File: src/rtl/rfphoenix_alu_seq.sv
// rfphoenix_alu_seq: parametrised integer ALU for the execute stage. Single-cycle
// ops are registered directly; MUL (2-stage product) and DIV (restoring) iterate.
module rfphoenix_alu_seq #(
  parameter int WID  = 32,
  parameter int TAGW = 6
) (
  input  logic            clk,
  input  logic            rst,
  input  logic            abort,
  input  logic            in_vld,
  output logic            in_rdy,
  input  logic [4:0]      op,
  input  logic [WID-1:0]  a,
  input  logic [WID-1:0]  b,
  input  logic [TAGW-1:0] tag,
  output logic            out_vld,
  output logic [TAGW-1:0] out_tag,
  output logic [WID-1:0]  o,
  output logic            dbz
);
  localparam int SHW = $clog2(WID);
  localparam int NW  = $clog2(WID + 1);

  localparam logic [1:0] S_IDLE = 2'd0;
  localparam logic [1:0] S_MUL  = 2'd1;
  localparam logic [1:0] S_DIV  = 2'd2;
  localparam logic [1:0] S_FIN  = 2'd3;

  localparam logic [4:0] OP_ADD = 5'd0,  OP_SUB = 5'd1,  OP_AND = 5'd2,  OP_OR  = 5'd3;
  localparam logic [4:0] OP_XOR = 5'd4,  OP_SLL = 5'd5,  OP_SRL = 5'd6,  OP_SRA = 5'd7;
  localparam logic [4:0] OP_LT  = 5'd8,  OP_LTU = 5'd9,  OP_EQ  = 5'd10, OP_CLZ = 5'd11;
  localparam logic [4:0] OP_POP = 5'd12, OP_MUL = 5'd13, OP_MULH = 5'd14, OP_MULHU = 5'd15;
  localparam logic [4:0] OP_DIV = 5'd16, OP_DIVU = 5'd17, OP_REM = 5'd18, OP_REMU = 5'd19;

  logic [1:0]       state_q, state_d;
  logic [SHW-1:0]   cnt_q, cnt_d;
  logic [4:0]       op_q, op_d;
  logic [TAGW-1:0]  tag_q, tag_d;
  logic [WID-1:0]   opa_q, opa_d;   // MUL operand a, or DIV dividend/quotient shift register
  logic [WID-1:0]   opb_q, opb_d;   // MUL operand b, or DIV divisor magnitude
  logic [WID-1:0]   rem_q, rem_d;
  logic [2*WID-1:0] prod_q, prod_d;
  logic             qneg_q, qneg_d, rneg_q, rneg_d, dz_q, dz_d;
  logic             out_vld_q, out_vld_d, dbz_q, dbz_d;
  logic [TAGW-1:0]  out_tag_q, out_tag_d;
  logic [WID-1:0]   o_q, o_d;

  logic [SHW-1:0]   shamt;
  logic [NW-1:0]    lz, pop;
  logic [WID-1:0]   alu_res;

  // NOTE: every signal written in an always_comb gets a default first, so no
  // path through the case statements can leave it unassigned and infer a latch.
  always_comb begin
    shamt = b[SHW-1:0];
    lz    = NW'(WID);
    pop   = '0;
    for (int i = 0; i < WID; i++) begin
      if (a[i]) lz = NW'(WID - 1 - i);
      pop = pop + NW'(a[i]);
    end
    alu_res = '0;
    case (op)
      OP_ADD: alu_res = a + b;
      OP_SUB: alu_res = a - b;
      OP_AND: alu_res = a & b;
      OP_OR:  alu_res = a | b;
      OP_XOR: alu_res = a ^ b;
      OP_SLL: alu_res = a << shamt;
      OP_SRL: alu_res = a >> shamt;
      OP_SRA: alu_res = $signed(a) >>> shamt;
      OP_LT:  alu_res = {{(WID-1){1'b0}}, $signed(a) < $signed(b)};
      OP_LTU: alu_res = {{(WID-1){1'b0}}, a < b};
      OP_EQ:  alu_res = {{(WID-1){1'b0}}, a == b};
      OP_CLZ: alu_res = WID'(lz);
      OP_POP: alu_res = WID'(pop);
      default: alu_res = '0;
    endcase
  end

  // Operands extended to 2*WID so one multiplier serves signed and unsigned high halves.
  logic             mul_sx;
  logic [2*WID-1:0] mul_xa, mul_xb, mul_prod;
  logic [WID:0]     div_shift;
  logic             div_ge;
  logic [WID-1:0]   div_rem, div_quo, quo_fix, rem_fix, fin_res;

  always_comb begin
    mul_sx    = (op_q == OP_MULH);
    mul_xa    = {{WID{mul_sx & opa_q[WID-1]}}, opa_q};
    mul_xb    = {{WID{mul_sx & opb_q[WID-1]}}, opb_q};
    mul_prod  = mul_xa * mul_xb;

    div_shift = {rem_q, opa_q[WID-1]};
    div_ge    = div_shift >= {1'b0, opb_q};
    div_rem   = div_ge ? (div_shift[WID-1:0] - opb_q) : div_shift[WID-1:0];
    div_quo   = {opa_q[WID-2:0], div_ge};

    // The last quotient bit is resolved here, in FIN, alongside the sign fixup.
    quo_fix = qneg_q ? -div_quo : div_quo;
    rem_fix = rneg_q ? -div_rem : div_rem;
    fin_res = prod_q[WID-1:0];
    case (op_q)
      OP_MULH, OP_MULHU: fin_res = prod_q[2*WID-1:WID];
      OP_DIV, OP_DIVU:   fin_res = dz_q ? '1 : quo_fix;
      OP_REM, OP_REMU:   fin_res = rem_fix;
      default:           fin_res = prod_q[WID-1:0];
    endcase
  end

  logic a_neg, b_neg;

  always_comb begin
    state_d   = state_q;
    cnt_d     = cnt_q;
    op_d      = op_q;
    tag_d     = tag_q;
    opa_d     = opa_q;
    opb_d     = opb_q;
    rem_d     = rem_q;
    prod_d    = prod_q;
    qneg_d    = qneg_q;
    rneg_d    = rneg_q;
    dz_d      = dz_q;
    out_vld_d = 1'b0;
    out_tag_d = out_tag_q;
    o_d       = o_q;
    dbz_d     = 1'b0;
    a_neg     = ((op == OP_DIV) || (op == OP_REM)) && a[WID-1];
    b_neg     = ((op == OP_DIV) || (op == OP_REM)) && b[WID-1];
    case (state_q)
      S_IDLE: begin
        if (in_vld) begin
          op_d  = op;
          tag_d = tag;
          if (op >= OP_MUL && op <= OP_MULHU) begin
            opa_d   = a;
            opb_d   = b;
            dz_d    = 1'b0;
            cnt_d   = SHW'(1);
            state_d = S_MUL;
          end else if (op >= OP_DIV && op <= OP_REMU) begin
            opa_d   = a_neg ? -a : a;
            opb_d   = b_neg ? -b : b;
            rem_d   = '0;
            qneg_d  = a_neg ^ b_neg;
            rneg_d  = a_neg;
            dz_d    = (b == '0);
            cnt_d   = SHW'(WID - 1);
            state_d = S_DIV;
          end else begin
            out_vld_d = 1'b1;
            out_tag_d = tag;
            o_d       = alu_res;
          end
        end
      end
      S_MUL: begin
        prod_d = mul_prod;
        cnt_d  = cnt_q - SHW'(1);
        if (cnt_d == '0) state_d = S_FIN;
      end
      S_DIV: begin
        opa_d = div_quo;
        rem_d = div_rem;
        cnt_d = cnt_q - SHW'(1);
        if (cnt_d == '0) state_d = S_FIN;
      end
      default: begin
        out_vld_d = 1'b1;
        out_tag_d = tag_q;
        o_d       = fin_res;
        dbz_d     = dz_q;
        state_d   = S_IDLE;
      end
    endcase
    if (abort && state_q != S_IDLE) begin
      state_d   = S_IDLE;
      out_vld_d = 1'b0;
      out_tag_d = out_tag_q;
      o_d       = o_q;
      dbz_d     = 1'b0;
    end
  end

  // NOTE: sequential state is updated only with non-blocking assignments so all
  // flops sample their _d values from the same pre-edge snapshot.
  always_ff @(posedge clk) begin
    if (rst) begin
      state_q   <= S_IDLE;
      cnt_q     <= '0;
      out_vld_q <= 1'b0;
      out_tag_q <= '0;
      o_q       <= '0;
      dbz_q     <= 1'b0;
    end else begin
      state_q   <= state_d;
      cnt_q     <= cnt_d;
      out_vld_q <= out_vld_d;
      out_tag_q <= out_tag_d;
      o_q       <= o_d;
      dbz_q     <= dbz_d;
    end
  end

  // NOTE: datapath registers carry no reset; they are always loaded on accept
  // before the FSM ever reads them, so resetting them would buy nothing.
  always_ff @(posedge clk) begin
    op_q   <= op_d;
    tag_q  <= tag_d;
    opa_q  <= opa_d;
    opb_q  <= opb_d;
    rem_q  <= rem_d;
    prod_q <= prod_d;
    qneg_q <= qneg_d;
    rneg_q <= rneg_d;
    dz_q   <= dz_d;
  end

  assign in_rdy  = (state_q == S_IDLE);
  assign out_vld = out_vld_q;
  assign out_tag = out_tag_q;
  assign o       = o_q;
  assign dbz     = dbz_q;
endmodule

File: config.mk
export PLATFORM = sky130hd
export DESIGN_NAME = rfphoenix_alu_seq
export DESIGN_NICKNAME = d
export VERILOG_FILES = /design/src/rtl/rfphoenix_alu_seq.sv
export SDC_FILE = /design/constraint.sdc
export NUM_CORES = 2
export LEC_CHECK = 0
export CAP_MARGIN = 10
export CORE_ASPECT_RATIO = 0.9
export CORE_MARGIN = 4
export CORE_UTILIZATION = 35
export DETAILED_ROUTE_END_ITERATION = 16
export PLACE_DENSITY = 0.59
export SKIP_LAST_GASP = 1
export SYNTH_ARGS = -nofsm -noshare
export SYNTH_HDL_FRONTEND = slang
export SYNTH_SLANG_ARGS = --single-unit
File: constraint.sdc
create_clock -name clk -period 22.5 [get_ports clk]
set_input_delay 5.625 -clock clk [delete_from_list [all_inputs] [get_ports clk]]
set_output_delay 5.625 -clock clk [all_outputs]
set_load 0.05 [all_outputs]
==> results.py <==
metrics = {
    "timing": {
        "setup_violations": 0,
        "tns_ns": 0,
        "drv_slew": 0,
        "worst_slew_pin_slew_ns": 1.38,
        "finalCritPeriodShare_pct": 53.0,
        "clock_skew_ns": 0.0473,
        "hold_viol_final": 0,
        "grt_setup_unrepaired": "false",
        "final.min_clock_period_ns": 11.92,
        "relSlewSlack_pct": 7.79,
        "max_freq_ghz": 0.0839,
    },
    "place": {
        "place_inst": 9218,
        "place.gp.congestion": 1.03,
        "dp_hpwl_mm": 191,
        "io_buffers": 119,
    },
    "clock_tree": {
        "clk_path_buf_depth": 3,
        "numClockSinks": 221,
        "path_clk_slew_ns": 0.07,
        "hold_buffers": 0,
        "insertion_delay_ns": 0.58,
        "cts_setup_buffers": 0,
        "cts.repair.resized": 0,
        "htreeDepth": 1,
        "cts_buffers": 26,
        "cts_tree": "done",
        "root_buffer": "clkbuf_16",
    },
    "logic_synthesis": {
        "ys_types": 101,
        "synth_top_area_share_pct": 37.6,
        "ys.flop_type": "edfxtp_1",
        "synth_async_sr_flop_share_pct": 0,
        "synth_cells": 7118,
        "synth_nets": 8711,
        "synth_edf_count": 174,
        "yosysSeqAreaShare_pct": 10.0,
        "synth-seq-cells": 221,
        "syn_area_sq_mm": 0.0614,
        "synth_warnings": 0,
        "synth_top_area_cell": "fa_1",
        "synth.avg_cell_area_sq_um": 8.63,
        "synth_top_cells_by_area": "fa_1, edfxtp_1, inv_1",
    },
    "route": {
        "dr.pass1.iters": 8,
        "drt_iter0_drc": 5778,
        "wl_per_cell_um": 26.5,
        "via_count": 52800,
        "routed_via_density": 5.70,
        "ant_nets": 0,
        "finalWirelength_mm": 245,
        "drc": 0,
    },
    "critical_path": {
        "cp-start-kind": "input port",
        "crit_arrival_ns": 12.33,
        "cp.required_ns": 22.91,
        "worst_setup_path_end_kind": "register",
        "crit_type": "in2reg",
        "crit_fanout": 13,
    },
    "floorplanning": {
        "initial_core_util_pct": 35.3,
        "placeableCoreArea_sq_mm": 0.174,
        "die_area_sq_mm": 0.182,
        "fp.dieW_um": 450,
        "die_h_um": 405,
        "io_pins": 120,
        "std_cell_rows": 145,
    },
    "cells_and_area": {
        "fin_nets": 8563,
        "syn2layout_area_growth_pct": 7.18,
        "stdcell_count": 9269,
        "drive_gt1_share_pct": 4.41,
        "nFillCells": 17700,
    },
    "run": {
        "drv_cap": 0,
    },
    "grt": {
        "grt_pass1_vias": 53500,
        "grt-ovfl-total": 0,
        "grt_max_degree": 66,
        "grt_pass1_wl_mm": 364,
        "grt_util_all_layers_pct": 26.7,
        "antenna_found_initial": 19,
    },
    "min_path": {
        "hold_path_class": "reg2reg",
    },
    "outcome": {
        "status": "completed",
    },
}
## registers in the layout (all words and copies together) (netlist names)
name / cells
cnt_q: 5
dbz: 1
dz_q: 1
o: 32
op_q: 5
opa_q: 32
opb_q: 32
out_tag: 6
out_vld: 1
prod_q: 64
qneg_q: 1
rem_q: 32
rneg_q: 1
state_q: 2
tag_q: 6
## path summary, 6_finish.rpt
kind                               start    endpoint  slack, ns  depth (start not counted)
worst min register to register     o[11]       o[11]       0.49                          2
worst max-delay path               a[23]        o[2]      10.58                         20
worst max register to register  opb_q[1]  prod_q[63]      12.32                         25
worst min-delay path               o[11]       o[11]       0.49                          2
## logic make-up after synthesis
kind of cell	share of synthesized area [%]
simple gates	16.2
buf+inv	10.6
fa+ha+maj	44.9
compound gates	12.6
xor+xnor	3.17
flops	10.0
mux	2.42
## critical path, stage by stage
cell	delay [ns]
clkdlybuf4s50_1	0.88
inv_1	0.25
fa_1	0.65
fa_1	0.55
inv_1	0.05
fa_1	0.47
inv_1	0.06
fa_1	0.52
fa_1	0.43
fa_1	0.50
inv_1	0.04
ha_1	0.21
fa_1	0.47
xor2_1	0.17
nand2_1	0.06
o21ai_0	0.08
a2111oi_0	0.69
nand3_1	0.20
a221oi_1	0.30
nor3_1	0.08
## cell usage in the layout, fill, tap and decap left out, drive strengths merged, types with 43 or more instances in the layout
master,Yosys,routed
xor2,56,56
o21ai,260,260
buf,63,154
nor4,54,54
o211ai,55,55
clkdlybuf4s50,0,113
a21o,67,67
a21oi,286,286
ha,362,362
a31oi,44,44
nor2,447,447
a211oi,52,52
nand2,955,955
nand3,68,68
a221oi,43,43
xnor2,166,166
mux2i,65,65
inv,1283,1289
dfxtp,47,47
fa,1152,1152
edfxtp,174,174
and2,334,334
nor3,97,97
## through the flow
step	cell area, sq um	setup slack [ns]	util (%)	hold WS [ns]
finish	65800	10.58	37.8	0.493
global route	65800	10.34	37.8	0.510
CTS	65800	10.68	37.8	0.495
detailed placement	64900	10.11	37.3	0.482
global placement	64900	10.25	37.3	0.483
floorplan	61400	11.78	-	0.475
## layer usage
layer,track usage (%),part of all wire [%]
met1,37.1,42
met2,40.0,43
met3,5.96,10
met4,11.4,5.3
met5,0,0.068
## area by class of cell
class                           count  area [sq um]  area share (%)
Multi-Input combinational cell   5166         48800            74.1
Sequential cell                   221          6170            9.37
Inverter                         1287          4830            7.34
Tap cell                         2278          2850            4.33
Timing Repair Buffer              268          2300            3.49
Clock buffer                       28           658            1.00
Clock inverter                     20           238           0.361
Antenna cell                        1          2.50         0.00380
## synth_stat cells, drive strengths merged (14+ instances only)
master	number
ha	362
a211oi	52
edfxtp	174
nand3	68
o21ai	260
a311oi	16
inv	1283
o41ai	14
o31ai	40
buf	63
o211ai	55
dfxtp	47
mux4	31
a221oi	43
a21o	67
nand2	955
nand2b	32
a31oi	44
clkbuf	381
fa	1152
or3	32
nor3	97
nor2b	21
a21oi	286
o21bai	38
nor2	447
a22oi	18
mux2i	65
nand4	27
o22ai	22
or2	19
xnor2	166
nor4	54
xor2	56
o21a	24
a211o	32
and2	334
and3	20
Power is not shown: default switching activity piles up to over one toggle a cycle in this logic, so the estimate is an artifact.
